<file path="config.mk">
export PLATFORM = sky130hd
export DESIGN_NAME = fetch_ctrl
export DESIGN_NICKNAME = d
export VERILOG_FILES = /design/src/rtl/fetch_ctrl_pkg.sv /design/src/rtl/fetch_ctrl_ifid_reg.sv /design/src/rtl/fetch_ctrl.sv
export SDC_FILE = /design/constraint.sdc
export NUM_CORES = 1
export LEC_CHECK = 0
export CORE_AREA = 10 10 123 125
export CTS_CLUSTER_SIZE = 8
export DETAILED_ROUTE_END_ITERATION = 10
export DIE_AREA = 0 0 133 135
export GPL_ROUTABILITY_DRIVEN = 0
export PLACE_DENSITY = 0.86
export SLEW_MARGIN = 15
export SYNTH_ARGS = -nofsm -noshare
export SYNTH_HDL_FRONTEND = slang
export SYNTH_SLANG_ARGS = --single-unit
export TNS_END_PERCENT = 100
</file>
<file path="constraint.sdc">
create_clock -name clk -period 1.9 [get_ports clk]
set_clock_uncertainty 0.05 [all_clocks]
set_input_delay 0.57 -clock clk [delete_from_list [all_inputs] [get_ports clk]]
set_output_delay 0.57 -clock clk [all_outputs]
set_load 0.02 [all_outputs]
</file>
<file path="src/rtl/fetch_ctrl_pkg.sv">
// Shared fetch-stage definitions: FSM state encoding, instruction width and NOP word.
package fetch_ctrl_pkg;

  localparam int unsigned INST_W = 32;
  localparam logic [INST_W-1:0] NOP = '0;

  typedef enum logic [1:0] {
    FS_IDLE  = 2'd0,
    FS_RUN   = 2'd1,
    FS_HALT  = 2'd2,
    FS_FAULT = 2'd3
  } fetch_state_e;

endpackage

</file>
<file path="src/rtl/fetch_ctrl_ifid_reg.sv">
// IF/ID pipeline register: flush clears to NOP, hold freezes, load captures a new instruction.
module ifid_reg
  import fetch_ctrl_pkg::*;
(
  input  logic              clk,
  input  logic              rstn,
  input  logic              hold,
  input  logic              flush,
  input  logic              load,
  input  logic [INST_W-1:0] inst_in,
  input  logic [31:0]       pc4_in,
  output logic [INST_W-1:0] inst,
  output logic [31:0]       pc4,
  output logic              valid
);

  always_ff @(posedge clk) begin
    if (!rstn) begin
      inst  <= NOP;
      pc4   <= '0;
      valid <= 1'b0;
    end else if (flush) begin
      inst  <= NOP;
      pc4   <= '0;
      valid <= 1'b0;
    end else if (!hold && load) begin
      inst  <= inst_in;
      pc4   <= pc4_in;
      valid <= 1'b1;
    end
  end

endmodule

</file>
<file path="src/rtl/fetch_ctrl.sv">
// Instruction-fetch sequencer: PC register, run/halt/fault FSM, IF/ID loading and fetch counter.
module fetch_ctrl
  import fetch_ctrl_pkg::*;
#(
  parameter logic [31:0] RESET_PC = 32'h0000_0000,
  parameter int unsigned IM_DEPTH = 64,
  parameter int unsigned CNT_W    = 16
) (
  input  logic              clk,
  input  logic              rstn,
  input  logic              run,
  input  logic              halt_req,
  input  logic              stall,
  input  logic              redirect,
  input  logic [31:0]       redirect_pc,
  output logic [31:0]       im_pc,
  input  logic [INST_W-1:0] im_data,
  output logic [INST_W-1:0] ifid_inst,
  output logic [31:0]       ifid_pc4,
  output logic              ifid_valid,
  output logic              fault,
  output logic [1:0]        state,
  output logic [CNT_W-1:0]  fetch_cnt
);

  fetch_state_e fsm;
  logic [31:0]  pc;
  logic [31:0]  pc_plus4;
  logic         misaligned;
  logic         out_of_range;
  logic         ifid_hold;
  logic         ifid_flush;
  logic         ifid_load;

  assign pc_plus4     = pc + 32'd4;
  assign misaligned   = |redirect_pc[1:0];
  assign out_of_range = {2'b00, pc[31:2]} >= 32'(IM_DEPTH);
  assign im_pc        = pc;
  assign state        = fsm;

  // IF/ID controls follow the same priority as the RUN branch of the FSM below.
  always_comb begin
    ifid_flush = 1'b1;
    ifid_hold  = 1'b0;
    ifid_load  = 1'b0;
    if (fsm == FS_RUN && !halt_req && run && !redirect) begin
      if (stall) begin
        ifid_flush = 1'b0;
        ifid_hold  = 1'b1;
      end else if (!out_of_range) begin
        ifid_flush = 1'b0;
        ifid_load  = 1'b1;
      end
    end
  end

  always_ff @(posedge clk) begin
    if (!rstn) begin
      fsm       <= FS_IDLE;
      pc        <= RESET_PC;
      fault     <= 1'b0;
      fetch_cnt <= '0;
    end else begin
      case (fsm)
        FS_IDLE: if (run) fsm <= FS_RUN;
        FS_RUN: begin
          if (halt_req) begin
            fsm <= FS_HALT;
          end else if (!run) begin
            fsm <= FS_IDLE;
          end else if (redirect) begin
            if (misaligned) begin
              fsm   <= FS_FAULT;
              fault <= 1'b1;
            end else begin
              pc <= redirect_pc;
            end
          end else if (stall) begin
            pc <= pc;
          end else if (out_of_range) begin
            fsm <= FS_HALT;
          end else begin
            pc <= pc_plus4;
            if (fetch_cnt != '1) fetch_cnt <= fetch_cnt + CNT_W'(1);
          end
        end
        FS_HALT: if (!run && !halt_req) fsm <= FS_IDLE;
        default: fsm <= FS_FAULT;
      endcase
    end
  end

  ifid_reg u_ifid (
    .clk     (clk),
    .rstn    (rstn),
    .hold    (ifid_hold),
    .flush   (ifid_flush),
    .load    (ifid_load),
    .inst_in (im_data),
    .pc4_in  (pc_plus4),
    .inst    (ifid_inst),
    .pc4     (ifid_pc4),
    .valid   (ifid_valid)
  );

endmodule

</file>
# Word-level counts from Yosys, hierarchy flattened
# Index checks and enable logic that the tools add are counted.
[totals]
n_memories = 0
output_inout_bits = 116
latchBits = 0
inputBits = 70
mem_bits_rw = 0
word_cells = 63
regBits = 116
rom_bits = 0
[classes]
n_mux = 21
n_lt_le_gt_ge = 1
div_mod_pow = 0
shift = 0
n_reduce_logical = 16
n_addsub = 2
n_bitwise = 5
multipliers = 0
eq_ne = 11
[op_table]
columns = ["op", "count"]
rows = [
  ["$mux 32", 4],
  ["$add 32x3->32 const B", 1],
  ["$ge 30x7->1 const B", 1],
  ["$add 16x1->16 const B", 1],
  ["$mux 2", 8],
  ["$ne 16x16->1 const B", 1],
  ["$ne 5x5->1 const B", 3],
  ["$reduce_and 5->1", 2],
  ["$mux 1", 8],
  ["$ne 2x2->1 const B", 4],
  ["$reduce_and 7->1", 1],
  ["$pmux 2 s3", 1],
  ["$reduce_and 6->1", 1],
  ["$logic_and 1x1->1", 5],
  ["$not 1->1", 5],
  ["$logic_not 1->1", 4],
  ["$reduce_or 2->1", 2],
  ["$eq 2x1->1 const B", 1],
  ["$eq 2x2->1 const B", 1],
  ["$logic_not 2->1", 1],
  ["$ne 2x1->1 const B", 1],
]

# Logic depth before layout (Yosys ltp)
[depth]
word_depth = 7
depth_mapped = 7
depth_no_buf = 6

# Modules after synthesis
# From an unflattened synthesis, not the netlist that was laid out.
[hier_totals]
cells_unflattened = 670
hier_area_um2 = 5431.5
[by_module_without_submodules]
columns = ["module", "area_each_um2", "seq_area_each_um2", "n_inst", "cells_each"]
rows = [
  ["fetch_ctrl", 3190.6, 1021.0, 1, 387],
  ["ifid_reg", 2240.9, 1301.2, 1, 283],
]

# Worst setup path before layout
# OpenSTA, ideal clock, no wires.
[synth_timing]
path_kind = "register to register"
start = "register pc[2], in the netlist im_pc[2]"
end = "register pc[16], in the netlist im_pc[16]"
t_arrival_ps = 1869
setup_ps = 59
period_less_slack_ps = 1977
required_ps = 1791
path_stages_with_launch = 7
setup_slack_ps = -77
n_path_buf = 0
cell_sequence = "dfxtp_1 -> ha_1 -> nand2_1 -> or3_1 -> or2_1 -> nor3b_1 -> o221a_2"
[synth_between]
elab_chain_len = 4
word_cells_on_any_way = 7
classes_between = "add/sub: 1; order compare: 1; eq/ne: 1; mux: 3; reduce/logical: 1"
[synth_rtl]
columns = ["element", "line", "text"]
rows = [
  ["from (decl)", "fetch_ctrl.sv:27", "logic [31:0] pc;"],
  ["from (signal assigned)", "fetch_ctrl.sv:76", "pc <= redirect_pc;"],
  ["from (signal assigned)", "fetch_ctrl.sv:79", "pc <= pc;"],
  ["from (signal assigned)", "fetch_ctrl.sv:83", "pc <= pc_plus4;"],
  ["$add 32x3->32", "fetch_ctrl.sv:35", "assign pc_plus4 = pc + 32'd4;"],
  ["$mux 32", "fetch_ctrl.sv:80", "end else if (out_of_range) begin"],
  ["$mux 32", "fetch_ctrl.sv:78", "end else if (stall) begin"],
  ["$mux 32", "fetch_ctrl.sv:71", "end else if (redirect) begin"],
]
# Several ways; a longest one is shown, not always the timed one. The select of a mux whose other input is x is not followed.
# A chain may end at the register's enable or synchronous reset.

# Worst setup path after layout
[layout_timing]
start = "register pc[20], in the netlist im_pc[20]"
end = "register u_ifid.inst[27]"
[layout_between]
elab_chain_len = 5
word_cells_on_any_way = 9
classes_between = "order compare: 1; mux: 6; reduce/logical: 2"
[layout_rtl]
columns = ["element", "line", "text"]
rows = [
  ["$ge 30x7->1 *", "fetch_ctrl.sv:37", "assign out_of_range = {2'b00, pc[31:2]} >= 32'(IM_DEPTH);"],
  ["$mux 1", "fetch_ctrl.sv:50", "end else if (!out_of_range) begin"],
  ["$mux 1", "fetch_ctrl.sv:47", "if (stall) begin"],
  ["$mux 1", "fetch_ctrl.sv:46", "if (fsm == FS_RUN && !halt_req && run && !redirect) begin"],
  ["$reduce_or 2->1 (no source line) / $logic_and 1x1->1 (equally long branches)", "n/a", ""],
  ["to (signal assigned)", "fetch_ctrl_ifid_reg.sv:27", "inst <= inst_in;"],
  ["to (decl)", "fetch_ctrl_ifid_reg.sv:12", "output logic [INST_W-1:0] inst,"],
]
# Every way passes the cells marked *; elsewhere a longest branch is shown, timed or not.

==> impl_metrics.toml <==
[timing]
whs_ns = 0.399
relSlewSlack_pct = 75.3
rsz0062_at_grt = "yes"
fmax_ghz = 0.460
period_minus_slack_ns = 2.17
setup_viol = 81
finalCritPeriodShare_pct = 114
layout_setup_ws_ns = -0.273
slew_viol_final = 0
worst_slew_pin_slew_ns = 0.369
hold_viol = 0

[clock_network]
cts.sinks = 116
cts_root_buf = "clkbuf_16"
clock_latency_ns = 0.42
hold_buffers = 0
cts_tree = "built"
path_clk_slew_ns = 0.06
cts_made_buffers = 17
htree_levels = 4
clockBufferDepth = 2

[place]
dp_hpwl_mm = 13.2
place_ws_ns = -0.761
port_buffers = 185

[grt]
grt_pass1_vias = 5540
grt_usage_pct = 21.4
overflow = 0
grt_max_degree = 27
antenna_found_initial = 0
grt_pass1_wl_mm = 30.5

[setup_path]
critPathKind = "reg2reg"
slowest_stage = "dfxtp_2"
crit_arrival_ns = 2.47
path_cells = "nor4_4 > buf_4 > and4_4 > buf_4 > buf_6 > and2_4 > buf_6 > bufbuf_16 > nand2_1 > a21oi_2"
cp_max_fo = 5
cp-start-kind = "flop"
critPathRequiredTime_ns = 2.19
cp-end-kind = "flop"
critical_path.max_stage_delay_ns = 0.33

[run_status]
violations = "negative setup slack"
status = "complete, but fails checks"

[routing]
wl_mm = 21.4
vias = 5644
first_pass_iters = 6
drc_errors = 0
route.detailed.wl_per_inst_um = 20.3
vias_per_cell = 5.35
antenna_left = 0
drt_iter0_drc = 442

[floorplan]
die_h_um = 135
die_width_um = 133
die_area_mm2 = 0.0180
fp.coreArea_mm2 = 0.0126
ios = 186
rows = 41
initial_utilization_pct = 39.5

[synth]
yosysSeqAreaShare_pct = 46.8
synthCells = 569
synthesis.area_mm2 = 0.00497
synth_top_area_share_pct = 46.8
yosys_register_bits = 116
synth-edff-count = 0
ys_warn_count = 0
synth_nets = 642
yosys-top-cells-area = "dfxtp_1, nand2_1, a21oi_2"
yosysTopAreaCell = "dfxtp_1"
avgSynthCellArea_um2 = 8.73
synth.distinct_cells = 62
synthFlopType = "dfxtp_1"
async_reset_ff_share_pct = 0

[layout]
drive_above_1_share_pct = 36.4
nets = 942
synthToLayoutAreaGrowth_pct = 85.9
mostFrequentLayoutCells = "dfxtp_1, dlygate4sd2_1, buf_4"
n_antenna_cell = 0
layout_commonest_cell = "dfxtp_1"
fillers = 897

[pwr]
power.density_mw_per_mm2 = 704
leakage_nw = 3.89
ir_worst_vdd_mv = 0.459
p_total_w = 0.00650

[hold_path]
min_path_type = "reg2reg"

[job]
max-cap-violations = 0
## worst max-delay path, delay by kind of cell (launching register included)
kind | cells | cell delay [ns]
buffers and inverters | 5 | 0.76
AND/OR/NAND/NOR | 4 | 0.76
flip-flops | 1 | 0.33
AO/OA/AOI/OAI | 1 | 0.17
## power breakdown
part	switching, W	leakage (nW)	internal (W)
Sequential	0.0000139	0.938	0.00245
Clock	0.00119	0.288	0.00223
Combinational	0.000270	2.66	0.000352
## metrics by stage
step / cell area [um^2] / util (%) / instances / setup TNS, ns
6_report: 9230 / 73.5 / 1054 / -14.59
5_1_grt: 9230 / 73.5 / 1054 / -20.50
4_1_cts: 8810 / 70.1 / 1038 / -11.45
3_5_place_dp: 7600 / 60.5 / 976 / -70.41
3_3_place_gp: 7600 / 60.5 / 976 / -64.95
2_1_floorplan: 4980 / - / 569 / 0
## synthesized netlist by cell type (5+ instances only)
master,number
nand2_1,119
dfxtp_1,116
a21oi_2,38
a21oi_1,33
and2_1,23
clkbuf_1,22
nand3_1,21
nor2_1,18
o21ai_0,18
inv_1,14
o211ai_1,12
or3_1,8
or4_1,8
a22oi_1,7
nand4_1,7
nor3_1,7
buf_2,6
buf_6,6
and3_1,5
buf_4,5
nor4_1,5
o31ai_1,5
## final timing paths
check	startpoint	to	slack (ns)	cells past startpoint
worst min register to register	u_ifid.pc4[1]	u_ifid.pc4[1]	0.40	2
worst min-delay path	u_ifid.pc4[1]	u_ifid.pc4[1]	0.40	2
worst max-delay path	im_pc[20]	u_ifid.inst[27]	-0.27	10
worst max register to register	im_pc[20]	u_ifid.inst[27]	-0.27	10
## cells by family after synthesis
group | synth area share [%]
AND/OR/NAND/NOR | 25.7
AO/OA/AOI/OAI | 19.7
flip-flops | 46.8
buffers and inverters | 5.44
XOR/XNOR | 1.23
adder cells (fa/ha/maj) | 0.756
multiplexers | 0.403
## registers in the layout, summed over array words and instances, names as in the netlist
register	count
im_pc	32
state	2
fetch_cnt	16
fault	1
u_ifid.inst	32
u_ifid.valid	1
u_ifid.pc4	32
## routing by layer
layer / global-route usage [%] / share of wire, % / vias up / wire (um)
met2: 36.4 / 50 / 290 / 10600
met5: 0 / 0 / - / 0
met3: 8.42 / 9.0 / 41 / 1930
met1: 24.2 / 39 / 2700 / 8390
met4: 6.91 / 2.3 / 0 / 493
li1: - / - / 2613 / -
## timing repair
item | in CTS | in global routing
pin swaps | 26 | 18
resized for setup | 209 | 91
setup buffers | 19 | 10
cloned | 12 | 8
setup endpoints to repair | 228 | 106
## layout make-up
class / instances / area [um^2] / share of cell area [%]
timing repair buffer: 319 / 3260 / 35.3
multi-input combinational: 401 / 2750 / 29.8
sequential: 116 / 2330 / 25.2
clock buffer: 20 / 447 / 4.84
tap: 172 / 215 / 2.33
clock inverter: 12 / 180 / 1.95
inverter: 14 / 52.6 / 0.569
No activity file was read; power rests on OpenSTA's default activity.
